### src/rtl/acc_multich_pkg.sv
// acc_multich_pkg: shared mode encoding and sizing helpers for the multichannel accumulator.
package acc_multich_pkg;

    localparam int MODE_W = 2;

    typedef enum logic [MODE_W-1:0] {
        ACC_ADD   = 2'b00,
        ACC_SUB   = 2'b01,
        ACC_LOAD  = 2'b10,
        ACC_CLEAR = 2'b11
    } acc_mode_e;

    function automatic int ch_width(input int n);
        return (n > 1) ? $clog2(n) : 1;
    endfunction

endpackage

### src/rtl/acc_sat_unit.sv
// acc_sat_unit: combinational add/sub/load/clear with overflow detection and optional clamping.
module acc_sat_unit
    import acc_multich_pkg::*;
#(
    parameter int DATA_W   = 20,
    parameter int ACC_W    = 38,
    parameter int SATURATE = 1
) (
    input  logic signed [ACC_W-1:0]  i_acc,
    input  logic signed [DATA_W-1:0] i_a,
    input  logic [MODE_W-1:0]        i_mode,
    output logic signed [ACC_W-1:0]  o_res,
    output logic                     o_ovf
);

    localparam logic [ACC_W-1:0] MAX_V = {1'b0, {(ACC_W-1){1'b1}}};
    localparam logic [ACC_W-1:0] MIN_V = {1'b1, {(ACC_W-1){1'b0}}};

    logic [ACC_W-1:0] w_ext;
    logic [ACC_W:0]   w_acc1;
    logic [ACC_W:0]   w_op1;
    logic [ACC_W:0]   w_sum;
    logic             w_wide_ovf;

    assign w_ext  = {{(ACC_W-DATA_W){i_a[DATA_W-1]}}, i_a};
    assign w_acc1 = {i_acc[ACC_W-1], i_acc};
    assign w_op1  = {w_ext[ACC_W-1], w_ext};
    assign w_sum  = (i_mode == ACC_SUB) ? w_acc1 - w_op1 : w_acc1 + w_op1;
    // Out of range exactly when the extra top bit disagrees with the ACC_W sign bit
    assign w_wide_ovf = w_sum[ACC_W] ^ w_sum[ACC_W-1];
    assign o_ovf      = ~i_mode[1] & w_wide_ovf;

    assign o_res = (i_mode == ACC_CLEAR)           ? '0 :
                   (i_mode == ACC_LOAD)            ? w_ext :
                   (w_wide_ovf && SATURATE != 0)   ? (w_sum[ACC_W] ? MIN_V : MAX_V) :
                                                     w_sum[ACC_W-1:0];

endmodule

### src/rtl/acc_multich.sv
// acc_multich: NUM_CH independent signed accumulators with per-channel sticky overflow flags.
module acc_multich
    import acc_multich_pkg::*;
#(
    parameter  int DATA_W   = 20,
    parameter  int ACC_W    = 38,
    parameter  int NUM_CH   = 4,
    parameter  int SATURATE = 1,
    localparam int CH_W     = ch_width(NUM_CH)
) (
    input  logic                     clk,
    input  logic                     reset,
    input  logic                     valid_i,
    input  logic [CH_W-1:0]          ch_i,
    input  logic [MODE_W-1:0]        mode_i,
    input  logic signed [DATA_W-1:0] A,
    output logic signed [ACC_W-1:0]  P,
    output logic                     p_valid_o,
    output logic [CH_W-1:0]          p_ch_o,
    output logic [NUM_CH-1:0]        ovf_o,
    output logic                     err_o
);

    if (ACC_W < DATA_W + 1) begin : g_bad_acc_w
        $error("acc_multich: ACC_W must be at least DATA_W+1");
    end
    if (NUM_CH < 1 || NUM_CH > 16) begin : g_bad_num_ch
        $error("acc_multich: NUM_CH must be within 1..16");
    end

    logic signed [ACC_W-1:0] r_acc [NUM_CH];
    logic [NUM_CH-1:0]       r_ovf;
    logic signed [ACC_W-1:0] r_p;
    logic [CH_W-1:0]         r_pch;
    logic                    r_pv;
    logic                    r_err;

    logic [(1<<CH_W)-1:0]    w_ch_ok;
    logic                    w_go;
    logic signed [ACC_W-1:0] w_acc_sel;
    logic signed [ACC_W-1:0] w_res;
    logic                    w_ovf;

    // Channel codes beyond NUM_CH are representable when NUM_CH is not a power of two
    for (genvar g = 0; g < (1 << CH_W); g++) begin : g_ch_ok
        assign w_ch_ok[g] = (g < NUM_CH);
    end

    assign w_go = valid_i & w_ch_ok[ch_i];

    always_comb begin
        w_acc_sel = '0;
        for (int i = 0; i < NUM_CH; i++)
            if (ch_i == CH_W'(i)) w_acc_sel = r_acc[i];
    end

    acc_sat_unit #(
        .DATA_W   (DATA_W),
        .ACC_W    (ACC_W),
        .SATURATE (SATURATE)
    ) u_sat (
        .i_acc  (w_acc_sel),
        .i_a    (A),
        .i_mode (mode_i),
        .o_res  (w_res),
        .o_ovf  (w_ovf)
    );

    always_ff @(posedge clk) begin
        if (reset) begin
            for (int i = 0; i < NUM_CH; i++) r_acc[i] <= '0;
            r_ovf <= '0;
            r_p   <= '0;
            r_pch <= '0;
            r_pv  <= 1'b0;
            r_err <= 1'b0;
        end else begin
            r_pv  <= w_go;
            r_err <= valid_i & ~w_ch_ok[ch_i];
            if (w_go) begin
                r_p   <= w_res;
                r_pch <= ch_i;
            end
            // LOAD/CLEAR (mode bit 1 set) drop the sticky flag; ADD/SUB accumulate it
            for (int i = 0; i < NUM_CH; i++)
                if (w_go && ch_i == CH_W'(i)) begin
                    r_acc[i] <= w_res;
                    r_ovf[i] <= w_ovf | (~mode_i[1] & r_ovf[i]);
                end
        end
    end

    assign P         = r_p;
    assign p_valid_o = r_pv;
    assign p_ch_o    = r_pch;
    assign ovf_o     = r_ovf;
    assign err_o     = r_err;

endmodule

### config.mk
export PLATFORM = sky130hd
export DESIGN_NAME = acc_multich
export DESIGN_NICKNAME = d
export VERILOG_FILES = /design/src/rtl/acc_multich_pkg.sv /design/src/rtl/acc_sat_unit.sv /design/src/rtl/acc_multich.sv
export SDC_FILE = /design/constraint.sdc
export NUM_CORES = 1
export LEC_CHECK = 0
export CORE_MARGIN = 2
export CORE_UTILIZATION = 40
export CTS_CLUSTER_DIAMETER = 50
export DETAILED_ROUTE_END_ITERATION = 6
export HOLD_SLACK_MARGIN = 0.15
export PLACE_DENSITY = 0.63
export SYNTH_ARGS = -nofsm -noshare
export SYNTH_HDL_FRONTEND = slang
export SYNTH_SLANG_ARGS = --single-unit
### constraint.sdc
create_clock -name clk -period 5.7 [get_ports clk]
set_input_delay 1.14 -clock clk [delete_from_list [all_inputs] [get_ports clk]]
set_output_delay 1.14 -clock clk [all_outputs]
set_load 0.03 [all_outputs]
==> results.md <==
* Post-Syn Instances at between 1000 and 1500
* Vias per cell at ~5.6
* Largest net degree at the start of global routing at 54
* Total Wirelength at between 30000 and 40000 um
* Final TNS setup at 0 ns
* Final Hold Vio Count at 0
* Setup crit start kind: input pin
* Synth area leaders: edfxtp_1 41%, dfxtp_1 8.0%, mux4_2 7.6%
* Tcrit/Tclk final at 97.11%
* Synth unique cells at 76
* Starting DRT DRC Count at just under 700
* CTS Sinks at between 150 and 200
* N_diodes at 0
* Hold-fix buffers at CTS at 0
* Ys flop type: edfxtp_1
* Peak VDD IR at approximately 0.00017 V
* Root Buffer: clkbuf_16
* Reg2reg end: P[7]$_SDFFE_PP0P_
* Crit path capture: P[7]$_SDFFE_PP0P_
* DR WL/cell at 20.62 um
* Post-DP HPWL at approximately 24000 um
* I/O pin count at between 70 and 80
* Synth area leader: edfxtp_1
* Async SR Flop Fraction at 0%
* Crit path max fanout at 10
* Worst-path clk slew at around 0.080 ns
* Relative slew slack at between 20% and 30%
* Critical R2R Launch: r_acc[3][2]$_SDFFCE_PN0P_
* Outcome: finished, final reports clean
* Mapped Area at ~11000 sq um
* First-pass iteration count of the detailed router at 6
* Vias in the first global route at slightly above 9000
* Cells along the critical path: clkdlybuf4s50_1 -> or4_4 -> nor4_4 -> and2_1 -> a21oi_1 -> buf_12 -> mux2i_1 -> ha_1 -> buf_4 -> nand3_1 -> or3_1 -> nor4_2 -> o21ai_0 -> nand3_2 -> xnor2_4 -> buf_4 -> a2111oi_1 -> buf_4 -> a221oi_2 -> buf_4 -> a211oi_1
* Row count at 61
* # DRC at 0
* Setup violators final at 0
* CP endpoint kind: flip-flop
* Tmin final at 5.535 ns
* Starting Density at ~41%
* Total track usage at roughly a quarter
* Worst path slowest cell: or4_4
* Antenna violations before repair at 0
* Seq. cell area at ~5500 sq um
* Placed cell count at 1619
* Post-synth EDFFs at 152
* Crit path DAT at between 5 and 6 ns
* CTS tree: done
* Synthesized Nets at around 1100
* Least-Margin Pin Slew at 1.095 ns
* Clock latency on the worst-skew pair at 0.45 ns
* FF-to-FF setup slack at about 1.5 ns
* Syn Area/Cell at 10.57 sq um
* First-pass GRT wire length at 52520 um
* # port buffers at 71
* R2R depth at 15
* Worst Skew at between 0.015 and 0.02 ns
* Chip height at 171.8 um
* CTS buffer count at 17
* Chip width at around 170 um
* Static Leak at about 5.6 nW
* Vias at between 9000 and 10000
* Power Density at ~340 nW/um^2
* Fmax at approximately 180 MHz
* RD Place Congestion at roughly 0.92
* Overall Power at 4.862 mW
* Final Max Slew Viols at 0
* Die area at between 20000 and 30000 sq um
* Hold Path Class: flip-flop to flip-flop
* Htree depth at 4
* Finished Core Util at about half
* Fillers at approximately 2500
* Yosys Warn Count at 0
* Core Box Area at 27780 sq um
* Multi-input gate area at around 5500 sq um
* Layout area overhead at 26.71%
* Yosys top cell area share at about 41%
* Max-cap check violation count at 0
* Bufs on Longest Clock Path at 2
* Critical Path Most Common Cell: buf_4
* Critical Path Start: A[11]
* Remaining Overflow, GRT at 0
* Final antenna-violating net count at 0
* Path type of the worst setup path: input pin to flip-flop
* Maximum single-stage delay on the critical path at around 0.57 ns
* Setup WS post-layout at between 0.15 and 0.2 ns
* Layout cells sized above 1 at about 22%
* Post-place setup slack at -0.2651 ns
* NumNets Final at roughly 1300
* Sequential share of the synthesized area at around half
* Post-route insts no fill at ~1700
* WP data required at 6.06 ns
* Worst hold stages at 2
* Synth Register Bits at between 150 and 200
==> stage by stage <==
stage / cell area, sq um / hold WS (ns)
2_1_floorplan: 11260 / 0.5979
5_1_grt: 14270 / 0.4972
3_3_place_gp: 13600 / 0.4650
4_1_cts: 14210 / 0.4844
3_5_place_dp: 13600 / 0.4722
6_report: 14270 / 0.4868
==> per-layer routing <==
layer  global-route usage (%)  share of wire, %  vias up
met5                        0                 0        -
met4                    9.865               3.5        0
met3                    3.451               5.1       64
met2                    40.49                49      323
met1                    30.37                43     4574
li1                         -                 -     4388
==> cells in the final DEF, fill, tap and decap left out, drive strengths merged, types with 5 or more instances in the layout <==
master	instances
nor2	194
buf	186
edfxtp	152
a21oi	95
clkdlybuf4s50	68
dfxtp	45
nand2	45
o21ai	45
xnor2	42
ha	39
mux4	38
nor3	38
a211oi	32
inv	27
a21o	20
clkbuf	17
nand2b	10
and2	10
mux2i	10
xor2	10
o21bai	10
nand4	8
o32ai	8
nor2b	8
a22oi	7
clkinv	7
a31oi	6
and3	6
o2bb2ai	6
nand3	6
a31o	5
o31ai	5
nor4	5
==> synth_stat cells, types with 5 or more instances <==
cell type,count
a21oi_1,94
xnor2_1,40
mux4_2,38
a211oi_1,31
a31oi_1,6
clkbuf_1,55
buf_2,6
a22oi_1,7
nor2_1,194
nand2_1,44
nand4_1,8
o32ai_1,8
nor2b_1,8
and2_1,10
o2bb2ai_1,6
inv_1,20
dfxtp_1,45
o21bai_1,9
and3_1,6
xor2_1,10
mux2i_1,10
buf_1,11
a31o_2,5
nor3_1,38
ha_1,39
nand3_1,6
a21o_1,20
nand2b_1,10
o31ai_1,5
o21ai_0,42
edfxtp_1,152
==> where the power goes <==
group / switching (mW) / leakage (nW) / internal [mW] / total (mW)
combinational: 1.08 / 3.29 / 0.842 / 1.92
clock: 0.606 / 0.296 / 0.631 / 1.24
sequential: 0.0413 / 1.97 / 1.66 / 1.70
total: 1.73 / 5.56 / 3.14 / 4.86
==> cell type report <==
type / instances / area share (%)
well taps: 378 / 3.315
flip-flops and latches: 197 / 38.31
inverters: 20 / 0.5262
multi-input cells: 774 / 38.30
clock inverters: 15 / 1.280
repair buffers: 254 / 15.29
clock buffers: 17 / 2.982
==> registers in the layout, indices dropped and copies added (netlist names) <==
signal and count:
P 38, ovf_o 4, p_ch_o 2, p_valid_o 1, r_acc 152
==> cell families after synthesis <==
| kind of cell | synth area share, % |
|---|---|
| adder cells (fa/ha/maj) | 4.689 |
| other | 0.03331 |
| flip-flops | 48.54 |
| AO/OA/AOI/OAI | 16.51 |
| buffers and inverters | 3.300 |
| AND/OR/NAND/NOR | 14.06 |
| XOR/XNOR | 4.278 |
| multiplexers | 8.590 |
==> repair_timing <==
item / CTS / global route
endpoints found under the setup margin: 0 / 75
resized for setup: 0 / 8
setup buffers: 0 / 4
==> worst min path at each step <==
stage,start,endpoint,slack [ns]
after floorplan,p_ch_o[0]$_SDFFE_PP0P_,p_ch_o[0]$_SDFFE_PP0P_,0.60
after global placement,p_ch_o[0]$_SDFFE_PP0P_,p_ch_o[0]$_SDFFE_PP0P_,0.46
after detailed placement,p_ch_o[0]$_SDFFE_PP0P_,p_ch_o[0]$_SDFFE_PP0P_,0.47
after CTS,p_ch_o[0]$_SDFFE_PP0P_,p_ch_o[0]$_SDFFE_PP0P_,0.48
after global routing,p_ch_o[0]$_SDFFE_PP0P_,p_ch_o[0]$_SDFFE_PP0P_,0.50
final,p_ch_o[0]$_SDFFE_PP0P_,p_ch_o[0]$_SDFFE_PP0P_,0.49
==> worst max-delay path, delay by kind of cell <==
family,cells,cell delay [ns]
AOI/OAI and AO/OA,5,0.99
xor gates and xnor gates,1,0.14
adders and majority gates,1,0.21
buffers and inverters,6,1.32
muxes,1,0.13
and+or+nand+nor,7,1.95
Power figures use the tool's default switching activity.
